==> src/rtl/uart_tx_arbiter.sv <==
// uart_tx_arbiter
//
// Shares the UART controller's single transmit path between two byte
// requesters (for example the CPU store path and the debug/boot monitor).
// Grants alternate round-robin. A requester can set its lock flag so that the
// grant stays with it and a multi-byte message goes out without interleaving.
// After every controller write the arbiter waits HOLDOFF cycles before it
// looks at the controller status again. The controller's TX-not-full bit is
// registered and updates late, so it cannot be trusted right after a write.
//
// Parameters
//   HOLDOFF       idle cycles after each write before status is re-sampled (1..15)
//   LOCK_TIMEOUT  idle cycles with the lock owner's valid low before the lock
//                 is forcibly released (1..255)
//
// Ports
//   clk, rst            clock, synchronous active-high reset
//   reqN_valid/_data    requester N offers a byte. Held stable until ready.
//   reqN_lock           requester N wants to keep the grant after this byte
//   reqN_ready          one-cycle pulse: requester N's byte was accepted
//   uc_status           controller status, bit0 = TX FIFO not full
//   uc_wr_en            one-cycle write strobe to the controller
//   uc_data             {8'h00, granted byte}
//   grant_id            requester of the current or most recent grant
//   locked              grant_id currently holds the lock
//   lock_expired        one-cycle pulse when the lock is dropped by timeout
//   tx_count            bytes accepted since reset, wraps at 16 bits
module uart_tx_arbiter #(
    parameter int unsigned HOLDOFF      = 3,
    parameter int unsigned LOCK_TIMEOUT = 64
) (
    input  logic        clk,
    input  logic        rst,
    input  logic        req0_valid,
    input  logic [7:0]  req0_data,
    input  logic        req0_lock,
    output logic        req0_ready,
    input  logic        req1_valid,
    input  logic [7:0]  req1_data,
    input  logic        req1_lock,
    output logic        req1_ready,
    input  logic [7:0]  uc_status,
    output logic        uc_wr_en,
    output logic [15:0] uc_data,
    output logic        grant_id,
    output logic        locked,
    output logic        lock_expired,
    output logic [15:0] tx_count
);

    typedef enum logic [1:0] {
        IDLE  = 2'd0,
        ISSUE = 2'd1,
        HOLD  = 2'd2
    } state_t;

    localparam logic [3:0] HOLD_LOAD     = 4'(HOLDOFF);
    localparam logic [7:0] TIMEOUT_LIMIT = 8'(LOCK_TIMEOUT);

    state_t      state_q, state_d;
    logic [3:0]  hold_q, hold_d;
    logic [7:0]  timer_q, timer_d;
    logic        grant_q, grant_d;
    logic        locked_q, locked_d;
    logic        expired_q, expired_d;
    logic        wr_q, wr_d;
    logic        ready0_q, ready0_d;
    logic        ready1_q, ready1_d;
    logic [7:0]  byte_q, byte_d;
    logic [15:0] count_q, count_d;

    logic owner_valid;
    logic elig0;
    logic elig1;
    logic winner;
    logic unused_status;

    // Only the FIFO-not-full flag matters here. The other status bits are
    // reduced into a dummy so that the unused bits are visible as unused.
    assign unused_status = ^uc_status[7:1];

    // While locked, only the current grant holder may compete. On a tie the
    // requester that did not win last time gets the grant. Reset sets the
    // last grant to 1, so requester 0 wins the first tie.
    assign owner_valid = grant_q ? req1_valid : req0_valid;
    assign elig0       = req0_valid & (~locked_q | ~grant_q);
    assign elig1       = req1_valid & (~locked_q | grant_q);
    assign winner      = (elig0 & elig1) ? ~grant_q : elig1;

    // Next-state logic. The write strobe, the ready pulse and the byte count
    // are all registered on the edge that enters ISSUE. That way they are high
    // together during the ISSUE cycle, and a reset on that edge suppresses all
    // of them. The lock flag is taken from the requester during the ISSUE
    // cycle, while it is still holding the byte it was granted for.
    always_comb begin
        state_d   = state_q;
        hold_d    = hold_q;
        timer_d   = timer_q;
        grant_d   = grant_q;
        locked_d  = locked_q;
        byte_d    = byte_q;
        count_d   = count_q;
        expired_d = 1'b0;
        wr_d      = 1'b0;
        ready0_d  = 1'b0;
        ready1_d  = 1'b0;

        case (state_q)
            IDLE: begin
                // The timeout decision does not change this cycle's
                // arbitration. The owner's valid is low here anyway, so the
                // owner cannot be granted in the same cycle.
                if (locked_q && !owner_valid) begin
                    if (timer_q + 8'd1 == TIMEOUT_LIMIT) begin
                        timer_d   = 8'd0;
                        locked_d  = 1'b0;
                        expired_d = 1'b1;
                    end else begin
                        timer_d = timer_q + 8'd1;
                    end
                end else begin
                    timer_d = 8'd0;
                end

                if (uc_status[0] && (elig0 || elig1)) begin
                    grant_d  = winner;
                    byte_d   = winner ? req1_data : req0_data;
                    wr_d     = 1'b1;
                    ready0_d = ~winner;
                    ready1_d = winner;
                    count_d  = count_q + 16'd1;
                    timer_d  = 8'd0;
                    state_d  = ISSUE;
                end
            end

            ISSUE: begin
                locked_d = grant_q ? req1_lock : req0_lock;
                hold_d   = HOLD_LOAD;
                timer_d  = 8'd0;
                state_d  = HOLD;
            end

            HOLD: begin
                timer_d = 8'd0;
                hold_d  = hold_q - 4'd1;
                if (hold_q <= 4'd1) begin
                    state_d = IDLE;
                end
            end

            default: begin
                timer_d = 8'd0;
                state_d = IDLE;
            end
        endcase
    end

    // State and output registers. Reset wins over everything, including a
    // write that would otherwise be launched on the same edge.
    always_ff @(posedge clk) begin
        if (rst) begin
            state_q   <= IDLE;
            hold_q    <= 4'd0;
            timer_q   <= 8'd0;
            grant_q   <= 1'b1;
            locked_q  <= 1'b0;
            expired_q <= 1'b0;
            wr_q      <= 1'b0;
            ready0_q  <= 1'b0;
            ready1_q  <= 1'b0;
            byte_q    <= 8'd0;
            count_q   <= 16'd0;
        end else begin
            state_q   <= state_d;
            hold_q    <= hold_d;
            timer_q   <= timer_d;
            grant_q   <= grant_d;
            locked_q  <= locked_d;
            expired_q <= expired_d;
            wr_q      <= wr_d;
            ready0_q  <= ready0_d;
            ready1_q  <= ready1_d;
            byte_q    <= byte_d;
            count_q   <= count_d;
        end
    end

    assign req0_ready   = ready0_q;
    assign req1_ready   = ready1_q;
    assign uc_wr_en     = wr_q;
    assign uc_data      = {8'h00, byte_q};
    assign grant_id     = grant_q;
    assign locked       = locked_q;
    assign lock_expired = expired_q;
    assign tx_count     = count_q;

endmodule

==> config.mk <==
export PLATFORM = sky130hd
export DESIGN_NAME = uart_tx_arbiter
export DESIGN_NICKNAME = d
export VERILOG_FILES = /design/src/rtl/uart_tx_arbiter.sv
export SDC_FILE = /design/constraint.sdc
export NUM_CORES = 1
export LEC_CHECK = 0
export ABC_CLOCK_PERIOD_IN_PS = 2210
export BUFFER_PORTS_ARGS = -buffer_cell sky130_fd_sc_hd__clkbuf_2
export CAP_MARGIN = 20
export CORE_MARGIN = 8
export CORE_UTILIZATION = 45
export CTS_CLUSTER_SIZE = 8
export DETAILED_ROUTE_END_ITERATION = 12
export GPL_ROUTABILITY_DRIVEN = 0
export PLACE_DENSITY = 0.77
export SETUP_SLACK_MARGIN = 0.3
export SYNTH_ARGS = -nofsm -noshare
export SYNTH_HDL_FRONTEND = slang
export SYNTH_SLANG_ARGS = --single-unit
==> constraint.sdc <==
create_clock -name clk -period 2.21 [get_ports clk]
set_input_delay 0.3315 -clock clk [delete_from_list [all_inputs] [get_ports clk]]
set_output_delay 0.3315 -clock clk [all_outputs]
set_load 0.01 [all_outputs]
==> results of run 1 <==
## cells in the final DEF (no fill, tap or decap), types with 2 or more instances in the layout
| master | instances |
|---|---|
| a21oi_1 | 6 |
| and2_1 | 7 |
| nor2b_1 | 2 |
| o21ai_0 | 5 |
| nor4_2 | 2 |
| a21oi_2 | 2 |
| nand4_1 | 4 |
| dfxtp_2 | 2 |
| and3_1 | 3 |
| buf_4 | 6 |
| nand3_1 | 12 |
| a211oi_1 | 10 |
| dfxtp_1 | 42 |
| clkbuf_8 | 7 |
| nand2b_1 | 2 |
| nor2_1 | 34 |
| nor3_1 | 6 |
| conb_1 | 8 |
| nand2_1 | 14 |
| o211ai_1 | 2 |
| xor2_1 | 8 |
| mux2i_1 | 10 |
| xnor2_1 | 13 |
| ha_1 | 7 |
| a41oi_1 | 2 |
| clkbuf_2 | 52 |
| inv_1 | 9 |
## repair_timing
item | CTS | global route
setup buffers | 0 | 2
pin swaps | 0 | 2
setup endpoints to repair | 3 | 18
resized for setup | 1 | 13
## area by class of cell
cell class / count / area, um2
Fill cell: 425 / 2060
Multi-Input combinational cell: 179 / 1240
Timing Repair Buffer: 58 / 305
Sequential cell: 44 / 883
Clock buffer: 7 / 96.3
Inverter: 9 / 33.8
Tap cell: 54 / 67.6
## kinds of logic after synthesis
family | Yosys count | synth area share
and+or+nand+nor | 94 | 0.215
DFF | 44 | 0.404
AOI/OAI and AO/OA | 36 | 0.119
buffers and inverters | 27 | 0.0735
xor gates and xnor gates | 21 | 0.0844
muxes | 12 | 0.0557
adders and majority gates | 8 | 0.0460
other | 1 | 0.00172
## state kept, by name, summed over array words and instances, names as in the netlist
| register | cells |
|---|---|
| locked | 1 |
| tx_count | 16 |
| byte_q | 8 |
| timer_q | 8 |
| hold_q | 4 |
| grant_id | 1 |
| uc_wr_en | 1 |
| req0_ready | 1 |
| state_q | 2 |
| req1_ready | 1 |
| lock_expired | 1 |
## layer usage
metal  vias up  part of all wire  wire length [um]  global-route usage
met5         -                 0                 0                   0
met4         0             0.021               101              0.0637
met1       810              0.45              2190               0.149
li1        930                 -                 -                   -
met3         8             0.070               340              0.0478
met2        44              0.46              2220               0.215
## worst max path at each step
stage / from / end / slack, ps / cells after the start
floorplan: timer_q[0]$_SDFF_PP0_ / timer_q[1]$_SDFF_PP0_ / 530 / 6
global placement: timer_q[0]$_SDFF_PP0_ / timer_q[1]$_SDFF_PP0_ / 370 / 6
detailed placement: timer_q[0]$_SDFF_PP0_ / timer_q[1]$_SDFF_PP0_ / 320 / 6
CTS: timer_q[0]$_SDFF_PP0_ / timer_q[1]$_SDFF_PP0_ / 320 / 6
global route: state_q[0]$_SDFFE_PP0P_ / tx_count[12]$_SDFFE_PP0N_ / 280 / 8
finish: state_q[0]$_SDFFE_PP0P_ / tx_count[5]$_SDFFE_PP0N_ / 410 / 6
## where the power goes
part / internal [uW] / switching, uW / leakage (uW)
registers: 827 / 27.3 / 0.000359
logic: 110 / 139 / 0.000723
clock network: 278 / 258 / 0.0000503
## per-stage QoR
step                 util  instances  instance area, um2
CTS                 0.540        349                2530
finish              0.560        351                2630
detailed placement  0.519        342                2440
global placement    0.519        342                2440
floorplan               -        250                2200
global route        0.560        351                2630
## tightest hold or removal path, cell delays in order
cell      delay [ps]
clkbuf_2          80
mux2i_1          110
a211oi_1          80
==> impl_metrics.json, run 1 <==
{
  "hp-start": "req1_data[7]",
  "grt_usage": 0.132,
  "cp_slowest_cell": "or3_2",
  "antennaDiodeCount": 0,
  "worst_r2r_endpoint": "tx_count[5]$_SDFFE_PP0N_",
  "dieArea_mm2": 0.00732,
  "first_pass_iters": 4,
  "rsz0062_at_grt": "yes",
  "synth_edf_count": 0,
  "crit_path_cell_trace": "inv_1 -> ha_1 -> o211ai_1 -> a21o_4 -> or3_2 -> a21oi_1",
  "cts_buffers": 5,
  "irDropWorstVdd_v": 0.000349,
  "ys_ff_latch": 44,
  "netlist_area_mm2": 0.00218,
  "endpoint_kind": "register",
  "post-route-min-period_ps": 1800,
  "hold_ws_ps": 358,
  "crit_path_max_fanout": 13,
  "htree_levels": 2,
  "clockRootBuffer": "clkbuf_8",
  "drc": 0,
  "clock_skew_ps": 7.22,
  "max_cap_viol_count": 0,
  "antenna_left": 0,
  "die_width_um": 85.6,
  "synth_flop_cell": "dfxtp_1",
  "pin_count": 68,
  "start_util": 0.464,
  "slowest_delay_ps": 450,
  "hold_buffers": 0,
  "status": "finished, final reports clean",
  "wirelength_um": 4850,
  "ff2ff_path_depth": 6,
  "cp.required_ps": 2430,
  "p_leak_uw": 0.00113,
  "dp_slack_ps": 321,
  "clkSinkCount": 44,
  "power_density_mw_per_mm2": 624,
  "finalCritPeriodShare": 0.816,
  "cp_top_family": "compound AO/OA/AOI/OAI gates",
  "core_mm2": 0.00469,
  "synth_top_area_share": 0.404,
  "ys_seq_area_frac": 0.404,
  "synth.distinct_cells": 43,
  "drt_iter0_markers": 89,
  "slew_violations": 0,
  "worstHoldPathCells": 3,
  "synth_most_common_cell": "dfxtp_1",
  "grt_overflow": 0,
  "synth_top_cells_by_area": "dfxtp_1 40%, nor2_1 5.9%, xnor2_1 5.2%",
  "vias_per_cell": 5.11,
  "r2r-start": "state_q[0]$_SDFFE_PP0P_",
  "finalSetupTns_ps": 0,
  "synthToLayoutAreaGrowth_pct": 20.7,
  "num_rows": 25,
  "hp-class": "in2reg",
  "finalSetupViolations": 0,
  "vias": 1792,
  "cts.clk_slew.worst_paths_ps": 80,
  "synth_common_cells": "44 x dfxtp_1, 34 x nor2_1, 14 x nand2_1, 13 x xnor2_1, 12 x nand3_1",
  "dp_hpwl_um": 3410,
  "yosys_warnings": 0,
  "antenna_found_initial": 0,
  "drive_above_1_share": 0.276,
  "hold_viol": 0,
  "worst-path-buf-inv": 1,
  "final_nets": 335,
  "total_power_uw": 1640,
  "worst_setup_path_start_kind": "register",
  "wl_per_cell_um": 13.8,
  "synthCells": 243,
  "ctsLongestPathBuffers": 2,
  "worst_skew_pair.late_latency_ps": 290,
  "grt_pass1_vias": 1759,
  "r2r_slack_ps": 410,
  "fmax_ghz": 0.555,
  "setup_ws_ps": 407,
  "arrival_ps": 2020,
  "synth_area_leader_cell": "dfxtp_1",
  "grt_max_degree": 21,
  "io_buffers": 52,
  "tritoncts": "built",
  "synthArstFlopShare": 0,
  "path_class": "reg2reg",
  "grt_pass1_wl_um": 7880,
  "die_h_um": 85.6,
  "synth_area_per_cell_um2": 8.96,
  "min_to": "byte_q[7]$_SDFFE_PP0N_"
}
Note: power is estimated with default switching activity, not from simulation.
==> run 2, diff against run 1 <==
Settings changed: ABC_AREA set to 1, ABC_CLOCK_PERIOD_IN_PS 2210 to 1740, PLACE_DENSITY 0.77 to 0.76.
Clock period 2.21 ns to 1.74 ns, I/O delays scaled along.
==> impl_metrics.json, run 2 <==
{
  "synthArstFlopShare": 0,
  "yosys_warnings": 0,
  "hp-start": "req0_data[7]",
  "antennaDiodeCount": 0,
  "htree_levels": 2,
  "antenna_found_initial": 0,
  "worst_r2r_endpoint": "tx_count[6]$_SDFFE_PP0N_",
  "p_leak_uw": 0.00136,
  "ys_seq_area_frac": 0.392,
  "arrival_ps": 1670,
  "min_to": "byte_q[7]$_SDFFE_PP0N_",
  "die_width_um": 86.6,
  "worst_setup_path_start_kind": "register",
  "grt_max_degree": 16,
  "finalSetupTns_ps": 0,
  "finalSetupViolations": 0,
  "cts.clk_slew.worst_paths_ps": 90,
  "fin_util": 0.670,
  "ff2ff_path_depth": 8,
  "worstHoldPathCells": 3,
  "clock_skew_ps": 7.91,
  "cp.required_ps": 1930,
  "grt_pass1_wl_um": 9680,
  "clkSinkCount": 44,
  "drive_above_1_share": 0.398,
  "synth_top_area_share": 0.392,
  "final_nets": 442,
  "synthCells": 322,
  "antenna_left": 0,
  "irDropWorstVdd_v": 0.000568,
  "pin_count": 68,
  "synth_most_common_cell": "nand2_1",
  "ys_ff_latch": 44,
  "io_buffers": 52,
  "rsz0062_at_grt": "yes",
  "synth.distinct_cells": 30,
  "synth_common_cells": "89 x nand2_1, 44 x dfxtp_1, 37 x inv_1, 30 x nor2_1, 29 x nand3_1",
  "total_power_uw": 3070,
  "clockRootBuffer": "clkbuf_8",
  "ctsLongestPathBuffers": 2,
  "wirelength_um": 6320,
  "grt_overflow": 0,
  "hold_buffers": 0,
  "synth_edf_count": 0,
  "synth_flop_cell": "dfxtp_1",
  "grt_pass1_vias": 2294,
  "power_density_mw_per_mm2": 964,
  "start_util": 0.472,
  "worst_skew_pair.late_latency_ps": 310,
  "status": "finished, final reports clean",
  "synth_area_per_cell_um2": 6.97,
  "finalCritPeriodShare": 0.852,
  "synth_area_leader_cell": "dfxtp_1",
  "vias": 2374,
  "vias_per_cell": 5.03,
  "cts_buffers": 5,
  "final_area_mm2": 0.00318,
  "final_cell_mix": "80 x nand2_1, 52 x clkbuf_2, 30 x inv_1, 28 x dfxtp_1, 25 x nand3_1",
  "r2r_slack_ps": 260,
  "first_pass_iters": 4,
  "die_h_um": 86.6,
  "largest_register_ffs": 16,
  "drc": 0,
  "max_cap_viol_count": 0,
  "hp-class": "in2reg",
  "post-route-min-period_ps": 1480,
  "wl_per_cell_um": 13.4,
  "path_class": "reg2reg",
  "r2r-start": "state_q[0]$_SDFFE_PP0P_",
  "synth_top_cells_by_area": "dfxtp_1 39%, nand2_1 15%, nand3_1 6.5%",
  "grt_usage": 0.157,
  "dieArea_mm2": 0.00751,
  "slew_violations": 0,
  "drt_iter0_markers": 167,
  "dp_hpwl_um": 3990,
  "crit_path_max_fanout": 4,
  "synthToLayoutAreaGrowth_pct": 41.8,
  "core_mm2": 0.00475,
  "endpoint_kind": "register",
  "place_area_mm2": 0.00259,
  "num_rows": 25,
  "tritoncts": "built",
  "hold_viol": 0,
  "final_common_cell": "nand2_1",
  "netlist_area_mm2": 0.00225,
  "fmax_ghz": 0.674
}
[run 2: cell types whose count changed after synthesis, sizes merged, moves of 3 or more]
cell    change
and3        -4
a211oi     -10
mux2i      -11
buf         -4
and2        -7
a21oi      +11
nand2      +77
nand3      +18
o21ai       +8
inv        +30
xnor2      -10
nor4        -3
[run 2: worst max path at each step]
stage,cells past startpoint,slack [ps],end,from
floorplan,10,300,timer_q[3]$_SDFF_PP0_,timer_q[0]$_SDFF_PP0_
global placement,9,170,lock_expired$_SDFF_PP0_,timer_q[1]$_SDFF_PP0_
detailed placement,9,60,lock_expired$_SDFF_PP0_,timer_q[1]$_SDFF_PP0_
CTS,9,270,lock_expired$_SDFF_PP0_,timer_q[0]$_SDFF_PP0_
finish,8,260,tx_count[6]$_SDFFE_PP0N_,state_q[0]$_SDFFE_PP0P_
global route,10,180,tx_count[5]$_SDFFE_PP0N_,state_q[0]$_SDFFE_PP0P_
[run 2: layout make-up]
cell class	instances	area, um2
Inverter	39	161
Clock buffer	5	68.8
Tap cell	67	83.8
Timing Repair Buffer	80	505
Sequential cell	44	911
Multi-Input combinational cell	234	1410
Fill cell	396	1570
Clock inverter	3	46.3
[run 2: critical path, cell delays in order, from the launching register on]
cell and delay [ps]:
dfxtp_2 340, inv_2 90, ha_4 170, inv_6 40, nor2_4 250, buf_6 150, nand2_1 70, o21ai_1 180
a21oi_1 80
[run 2: cells by family (layout without fill, tap and decap cells)]
| kind of cell | after synthesis | in the layout | share of synthesized area |
|---|---|---|---|
| other | 1 | 8 | 0.00167 |
| AND/OR/NAND/NOR | 168 | 170 | 0.324 |
| adder cells (fa/ha/maj) | 8 | 8 | 0.0446 |
| AO/OA/AOI/OAI | 38 | 38 | 0.0925 |
| flip-flops | 44 | 44 | 0.392 |
| XOR/XNOR | 10 | 10 | 0.0390 |
| buffers and inverters | 53 | 127 | 0.106 |
[run 2: stage by stage]
stage                     setup slack (ps)  cells  hold WS (ps)
after floorplan                        302    329           330
after global placement                 172    443           453
after detailed placement              62.3    443           459
after CTS                              271    461           141
after global routing                   178    472           156
final                                  257    472           145
[run 2: power by group]
part	total (uW)	leakage, uW	internal, uW	switching [uW]
Sequential	1220	0.000365	1130	87.3
Clock	825	0.0000548	433	392
Combinational	1020	0.000942	447	577
[run 2: routing by layer]
metal / global-route usage / wire length [um] / vias up
met5: 0 / 0 / -
li1: - / - / 1178
met3: 0.0501 / 437 / 11
met1: 0.172 / 2610 / 1093
met4: 0.0704 / 115 / 0
met2: 0.271 / 3160 / 92
[run 2: repair_timing]
item                                    in CTS  in global routing
buffers inserted                             8                 11
endpoints found under the setup margin      32                 39
pin swaps                                   11                 27
cloned                                       2                  0
gates resized for setup                     27                 69
